[config.mk]
export PLATFORM = sky130hd
export DESIGN_NAME = cache_miss_controller
export DESIGN_NICKNAME = d
export VERILOG_FILES = /design/src/rtl/cache_miss_controller.sv
export SDC_FILE = /design/constraint.sdc
export NUM_CORES = 1
export LEC_CHECK = 0
export BUFFER_PORTS_ARGS = -buffer_cell sky130_fd_sc_hd__buf_2
export CAP_MARGIN = 10
export CELL_PAD_IN_SITES_DETAIL_PLACEMENT = 1
export CELL_PAD_IN_SITES_GLOBAL_PLACEMENT = 1
export CORE_MARGIN = 2
export CORE_UTILIZATION = 30
export DETAILED_ROUTE_END_ITERATION = 8
export PLACE_DENSITY = 0.79
export REMOVE_ABC_BUFFERS = 1
export SLEW_MARGIN = 25
export SYNTH_ARGS = -nofsm -noshare
export SYNTH_HDL_FRONTEND = slang
export SYNTH_SLANG_ARGS = --single-unit
export TNS_END_PERCENT = 50
[constraint.sdc]
create_clock -name clk -period 5.6 [get_ports clk]
set_input_delay 0.56 -clock clk [delete_from_list [all_inputs] [get_ports clk]]
set_output_delay 0.56 -clock clk [all_outputs]
set_load 0.03 [all_outputs]
[src/rtl/cache_miss_controller.sv]
// rtl/cache_miss_controller.sv - load/store sequencer between CPU port, 2-way cache and main memory
module cache_miss_controller #(
    parameter int DATA_WIDTH = 32,
    parameter int CNT_WIDTH  = 16
) (
    input  logic                  clk,
    input  logic                  rst_n,
    input  logic                  req_valid_i,
    input  logic                  req_write_i,
    input  logic [DATA_WIDTH-1:0] req_addr_i,
    input  logic [DATA_WIDTH-1:0] req_wdata_i,
    output logic                  stall_o,
    output logic [DATA_WIDTH-1:0] rdata_o,
    input  logic                  cache_hit_i,
    input  logic [DATA_WIDTH-1:0] cache_rdata_i,
    output logic [DATA_WIDTH-1:0] cache_addr_o,
    output logic [DATA_WIDTH-1:0] cache_wdata_o,
    output logic                  cache_fill_o,
    output logic                  mem_req_o,
    output logic                  mem_we_o,
    output logic [DATA_WIDTH-1:0] mem_addr_o,
    output logic [DATA_WIDTH-1:0] mem_wdata_o,
    input  logic                  mem_ready_i,
    input  logic                  mem_rvalid_i,
    input  logic [DATA_WIDTH-1:0] mem_rdata_i,
    output logic [CNT_WIDTH-1:0]  hit_count_o,
    output logic [CNT_WIDTH-1:0]  miss_count_o
);

    typedef enum logic [2:0] {
        IDLE    = 3'd0,
        RD_REQ  = 3'd1,
        RD_WAIT = 3'd2,
        FILL    = 3'd3,
        WR_REQ  = 3'd4,
        WR_UPD  = 3'd5,
        RESP    = 3'd6
    } state_t;

    localparam logic [CNT_WIDTH-1:0] CNT_ONE = {{(CNT_WIDTH-1){1'b0}}, 1'b1};

    state_t                  state_q, state_d;
    logic [DATA_WIDTH-1:0]   addr_q;
    logic [DATA_WIDTH-1:0]   wdata_q;
    logic [DATA_WIDTH-1:0]   data_q;
    logic                    hit_q;
    logic [CNT_WIDTH-1:0]    hit_cnt_q;
    logic [CNT_WIDTH-1:0]    miss_cnt_q;

    logic load_hit, load_miss, store_req;
    logic [DATA_WIDTH-1:0] mem_addr_aligned;

    assign load_hit  = (state_q == IDLE) && req_valid_i && !req_write_i && cache_hit_i;
    assign load_miss = (state_q == IDLE) && req_valid_i && !req_write_i && !cache_hit_i;
    assign store_req = (state_q == IDLE) && req_valid_i && req_write_i;

    assign mem_addr_aligned = {addr_q[DATA_WIDTH-1:2], 2'b00};
    assign hit_count_o      = hit_cnt_q;
    assign miss_count_o     = miss_cnt_q;

    always_ff @(posedge clk or negedge rst_n) begin
        if (!rst_n) begin
            state_q <= IDLE;
        end else begin
            state_q <= state_d;
        end
    end

    always_comb begin
        state_d       = state_q;
        stall_o       = 1'b1;
        rdata_o       = '0;
        cache_addr_o  = addr_q;
        cache_wdata_o = '0;
        cache_fill_o  = 1'b0;
        mem_req_o     = 1'b0;
        mem_we_o      = 1'b0;
        mem_addr_o    = '0;
        mem_wdata_o   = '0;
        case (state_q)
            IDLE: begin
                cache_addr_o = req_addr_i;
                stall_o      = req_valid_i && (req_write_i || !cache_hit_i);
                if (load_hit) begin
                    rdata_o = cache_rdata_i;
                end
                if (load_miss) begin
                    state_d = RD_REQ;
                end else if (store_req) begin
                    state_d = WR_REQ;
                end
            end
            RD_REQ: begin
                mem_req_o  = 1'b1;
                mem_addr_o = mem_addr_aligned;
                if (mem_ready_i) begin
                    state_d = RD_WAIT;
                end
            end
            RD_WAIT: begin
                if (mem_rvalid_i) begin
                    state_d = FILL;
                end
            end
            FILL: begin
                cache_fill_o  = 1'b1;
                cache_wdata_o = data_q;
                state_d       = RESP;
            end
            WR_REQ: begin
                mem_req_o   = 1'b1;
                mem_we_o    = 1'b1;
                mem_addr_o  = mem_addr_aligned;
                mem_wdata_o = wdata_q;
                if (mem_ready_i) begin
                    state_d = hit_q ? WR_UPD : RESP;
                end
            end
            WR_UPD: begin
                cache_fill_o  = 1'b1;
                cache_wdata_o = wdata_q;
                state_d       = RESP;
            end
            RESP: begin
                // CPU retires here; data_q is zero when the request was a store
                stall_o = 1'b0;
                rdata_o = data_q;
                state_d = IDLE;
            end
            default: begin
                state_d = IDLE;
            end
        endcase
    end

    always_ff @(posedge clk or negedge rst_n) begin
        if (!rst_n) begin
            addr_q  <= '0;
            wdata_q <= '0;
            data_q  <= '0;
            hit_q   <= 1'b0;
        end else begin
            if (load_miss) begin
                addr_q <= req_addr_i;
            end
            if (store_req) begin
                addr_q  <= req_addr_i;
                wdata_q <= req_wdata_i;
                hit_q   <= cache_hit_i;
                data_q  <= '0;
            end
            if ((state_q == RD_WAIT) && mem_rvalid_i) begin
                data_q <= mem_rdata_i;
            end
        end
    end

    always_ff @(posedge clk or negedge rst_n) begin
        if (!rst_n) begin
            hit_cnt_q  <= '0;
            miss_cnt_q <= '0;
        end else begin
            if (load_hit && (hit_cnt_q != '1)) begin
                hit_cnt_q <= hit_cnt_q + CNT_ONE;
            end
            if (load_miss && (miss_cnt_q != '1)) begin
                miss_cnt_q <= miss_cnt_q + CNT_ONE;
            end
        end
    end

endmodule

* Word-level counts from Yosys, hierarchy flattened
Cells that the tools add are included.
** Cells by class
- Magnitude comparators :: 0
- $add $sub $neg :: 2
- Multiply operators :: 0
- Div/mod/pow operators :: 0
- Shifts and indexed selects :: 0
- Muxes and demuxes :: 21
- Bitwise gates (word level) :: 0
- Reductions and logical operators :: 18
- Equal/unequal tests :: 12
** Operators by type and width (number)
- $mux 32 :: 8
- $pmux 32 s2 :: 2
- $add 16x1->16 const B :: 2
- $ne 16x16->1 const B :: 2
- $mux 3 :: 5
- $pmux 3 s5 :: 1
- $eq 3x3->1 const B :: 3
- $logic_and 1x1->1 :: 9
- $eq 3x2->1 const B :: 2
- $ne 2x2->1 const B :: 3
- $reduce_and 4->1 :: 1
- $reduce_bool 2->1 :: 2
- $reduce_or 2->1 :: 2
- $eq 3x1->1 const B :: 1
- $logic_not 3->1 :: 1
- $mux 1 :: 3
- $ne 3x3->1 const B :: 1
- $logic_not 1->1 :: 2
- $mux 2 :: 1
- $pmux 1 s2 :: 1
- $logic_or 1x1->1 :: 1
** Word-level totals
- Bits in latches :: 0
- Memories kept :: 0
- Input port bits :: 135
- Logic and storage cells :: 60
- Bits in read-only memories :: 0
- Output and inout bits :: 196
- Bits in writable memories :: 0
- Register bits after elaboration :: 132

* Logic depth before layout (Yosys ltp)
- Word-level depth :: 6
- Depth in mapped cells :: 7
- Depth with buffers taken out :: 5

* Worst setup path before layout
OpenSTA, ideal clock, no wires.
- Kind :: register to output
- Start point :: register state_q[2]
- End point :: output stall_o
- Cell stages (with the launch flop) :: 7
- Slack :: 3.172 ns
- Path buffers :: 3
- Required time :: 5.040 ns
- Arrival time :: 1.868 ns
- Cells stage by stage :: dfrtp_1 buf_2 nor4b_4 nand2b_1 buf_2 clkbuf_1 a21oi_1
** On the way
- Cells in the longest elaborated chain, start to end :: 2
- Elaborated cells on any way between the ends :: 3
- Those cells by class :: eq/ne (1); mux (1); reduce/logical (1)
** RTL lines
- from (decl) :: RTL line 42 : state_t state_q, state_d;
- from (signal assigned) :: RTL line 65 : state_q <= state_d;
- $eq 3x3->1 or $logic_not 3->1 (tied branches) :: RTL line 80 : case (state_q)
- $pmux 1 s2 * :: RTL line 80
- to (decl) :: RTL line 12 : output logic stall_o,
Every way passes the cells marked *; elsewhere a longest branch is shown, timed or not.

* Worst setup path after layout
Same ends and word-level chain as after synthesis.

==> key figures <==
Worst setup path
  • Cell family with most CP delay: simple AND/OR/NAND/NOR gates
  • Nature of the critical path endpoint: output port
  • Largest stage delay, worst path: 0.58 ns
  • Data arrival, critical path: 2.60 ns
  • Crit path cell chain: nor4b_4 -> nand2b_2 -> a21oi_1 -> buf_2
  • WP buf/inv: 1
  • Max Fanout on Critical Path: 33
  • Crit path required time: 5.04 ns
  • Slowest cell on crit path: nand2b_2
  • Crit path launch type: flop
  • Crit path kind: flop to output port

Routing
  • Drt pass-1 iters: 5
  • Drc violations: 0
  • Post-DRT Antenna Nets: 0
  • Via density: 5.008
  • Via count: 6270
  • Drt initial violations: 296
  • Detailed Route WL: 24.21 mm
  • Routed wire per std cell: 19.34 um

Final layout
  • Area Growth Syn to Fin: 35.96%
  • Antenna cells: 0
  • Layout cells sized above 1: 0.5005
  • Most frequent cells in the layout: buf_2, dfrtp_1, mux2_2
  • Nets: 1091
  • Most common cell after layout, fill and taps aside: buf_2

Power
  • Peak VDD IR: 0.2226 mV
  • P_leak: 4.976 nW
  • PwrDens: 595.7 mW/mm^2

Placement
  • PortBufs: 328
  • Routability-driven placement congestion ratio: 0.7887
  • Detailed placer's ending HPWL: 17.60 mm
  • Dpl ws: 2.815 ns

Floorplan
  • DIE AREA: 0.02436 sq mm
  • Starting Density: 0.3064
  • Die Y: 156.1 um
  • CORE AREA: 0.02264 sq mm
  • Placement row count: 55
  • IO Pins: 331
  • Die span in x: 156.1 um

Timing
  • Max-slew violations: 0
  • Achievable Freq: 316.3 MHz
  • Final Hold Vio Count: 0
  • Setup TNS: 0 ns
  • Setup Skew: 0.008102 ns
  • Least-Margin Pin Slew: 0.8674 ns
  • Final setup vio count: 0
  • Unrepaired setup endpoints after global routing: false
  • Final Worst Setup Slack: 2.439 ns
  • Min cycle time layout: 3.161 ns
  • Final Cycle Share: 0.5645
  • Rel. slew slack: 0.4217

Synthesis
  • Syn Area/Cell: 10.74 sq um
  • Post-synth EDFFs: 0
  • Register bit total from synthesis: 132
  • Sequential area share after synthesis: 0.4761
  • Primary FF master, synth: dfrtp_1
  • Distinct cells, synth: 42
  • Syn. warnings: 0
  • Syn Inst Count: 646
  • Post-synth ARST share: 1.000
  • Cell Area, Synth: 0.006938 sq mm

Clocking
  • Postcts setup bufs: 0
  • Cts bufs inserted: 17
  • H-tree depth: 4
  • Hold Buf Count CTS: 0
  • Skew-Pair Late Insertion Delay: 0.42 ns
  • Clock Tree Root: clkbuf_16
  • Clk pin slew, worst setup/hold paths: 0.06 ns
  • CTS resizes: 0
  • Clk sink count: 132
  • Max clock buf depth: 2
  • CTS tree: built

Min path
  • Min-Delay Path Class: primary input to async pin

Global route
  • All-Layer GR Usage: 0.1962
  • Vias in the first global route: 6370
  • First-pass GRT wire length: 37.00 mm
  • Pin count of the biggest net entering global routing: 72
  • Grt total ovfl: 0
  • Initial antenna violation count: 0

Flow run
  • Max Cap Viol: 0

Run status
  • Status: finished, final reports clean
-- final timing paths --
kind / to / from / slack, ns / cells after the start
max reg2reg: hit_count_o[1] / state_q[2] / 3.35 / 5
max: stall_o / state_q[2] / 2.44 / 4
min in group clk: data_q[14] / mem_rdata_i[14] / 0.33 / 3
min: data_q[6] / rst_n / 0.14 / 1
max in group asynchronous: addr_q[5] / rst_n / 4.16 / 2
min reg2reg: miss_count_o[6] / miss_count_o[6] / 0.49 / 1
-- registers in the layout, indices dropped and copies added, names as in the netlist --
signal,count
addr_q,32
data_q,32
wdata_q,32
hit_count_o,16
miss_count_o,16
state_q,3
hit_q,1
-- final cells by class --
type                    count  area (sq um)
fillers                  2644         13210
multi-input cells         461          3430
flip-flops and latches    132          3303
repair buffers            338          1723
clock buffers              17         425.4
well taps                 285         356.6
clock inverters            15         180.2
inverters                   4         15.01
-- synth_stat cells (2+ instances only) --
library cell / instances / share of area
a21oi_1: 5 / 0.0036
nand2_1: 77 / 0.042
nor3_1: 10 / 0.0072
buf_1: 6 / 0.0032
nor2_1: 11 / 0.0060
inv_1: 4 / 0.0022
a31oi_1: 3 / 0.0027
xnor2_1: 7 / 0.0088
nor4_1: 11 / 0.0099
nand4_1: 6 / 0.0054
or2_2: 2 / 0.0018
xor2_1: 18 / 0.023
and2_1: 65 / 0.059
ha_1: 2 / 0.0036
and4_1: 2 / 0.0025
dfrtp_1: 132 / 0.48
nand2b_1: 4 / 0.0036
mux2_2: 103 / 0.17
and3_1: 4 / 0.0036
o211ai_1: 5 / 0.0054
clkbuf_1: 27 / 0.015
buf_2: 14 / 0.010
buf_4: 2 / 0.0022
a22o_1: 64 / 0.081
nor2b_1: 4 / 0.0036
nand3_1: 42 / 0.030
-- logic make-up (layout without fill, tap and decap cells) --
kind of cell	after synthesis	in the layout	share of synthesized area
compound gates	83	83	0.09919
xor+xnor	25	25	0.03156
fa+ha+maj	2	2	0.003606
buf+inv	54	374	0.03300
flops	132	132	0.4761
mux	103	103	0.1672
other cells	1	2	0.0005405
simple gates	246	246	0.1888
-- metal layers --
metal,global-route usage,wire (um),up-vias
met3,0.04583,1382,16
li1,-,-,2918
met5,0,0,-
met1,0.2417,9970,3126
met4,0.04019,237,0
met2,0.3506,12620,210
-- power breakdown --
group	internal (W)	leakage, nW	switching (W)
registers	0.00132	1.66	0.000331
logic	0.00102	3.03	0.00179
clock network	0.000704	0.290	0.000451
total	0.00304	4.98	0.00258
-- per-stage QoR --
stage / hold slack, ns / instances / area [sq um] / utilization / power, W
CTS: 0.1621 / 1252 / 9433 / 0.4166 / 0.005697
global route: 0.1711 / 1252 / 9433 / 0.4166 / 0.005952
detailed placement: 0.4790 / 1220 / 8827 / 0.3899 / 0.004510
floorplan: 0.2644 / 597 / 6728 / - / 0.003571
finish: 0.1352 / 1252 / 9433 / 0.4166 / 0.005619
global placement: 0.4807 / 1220 / 8822 / 0.3897 / 0.004418
Note: power is estimated with default switching activity, not from simulation.
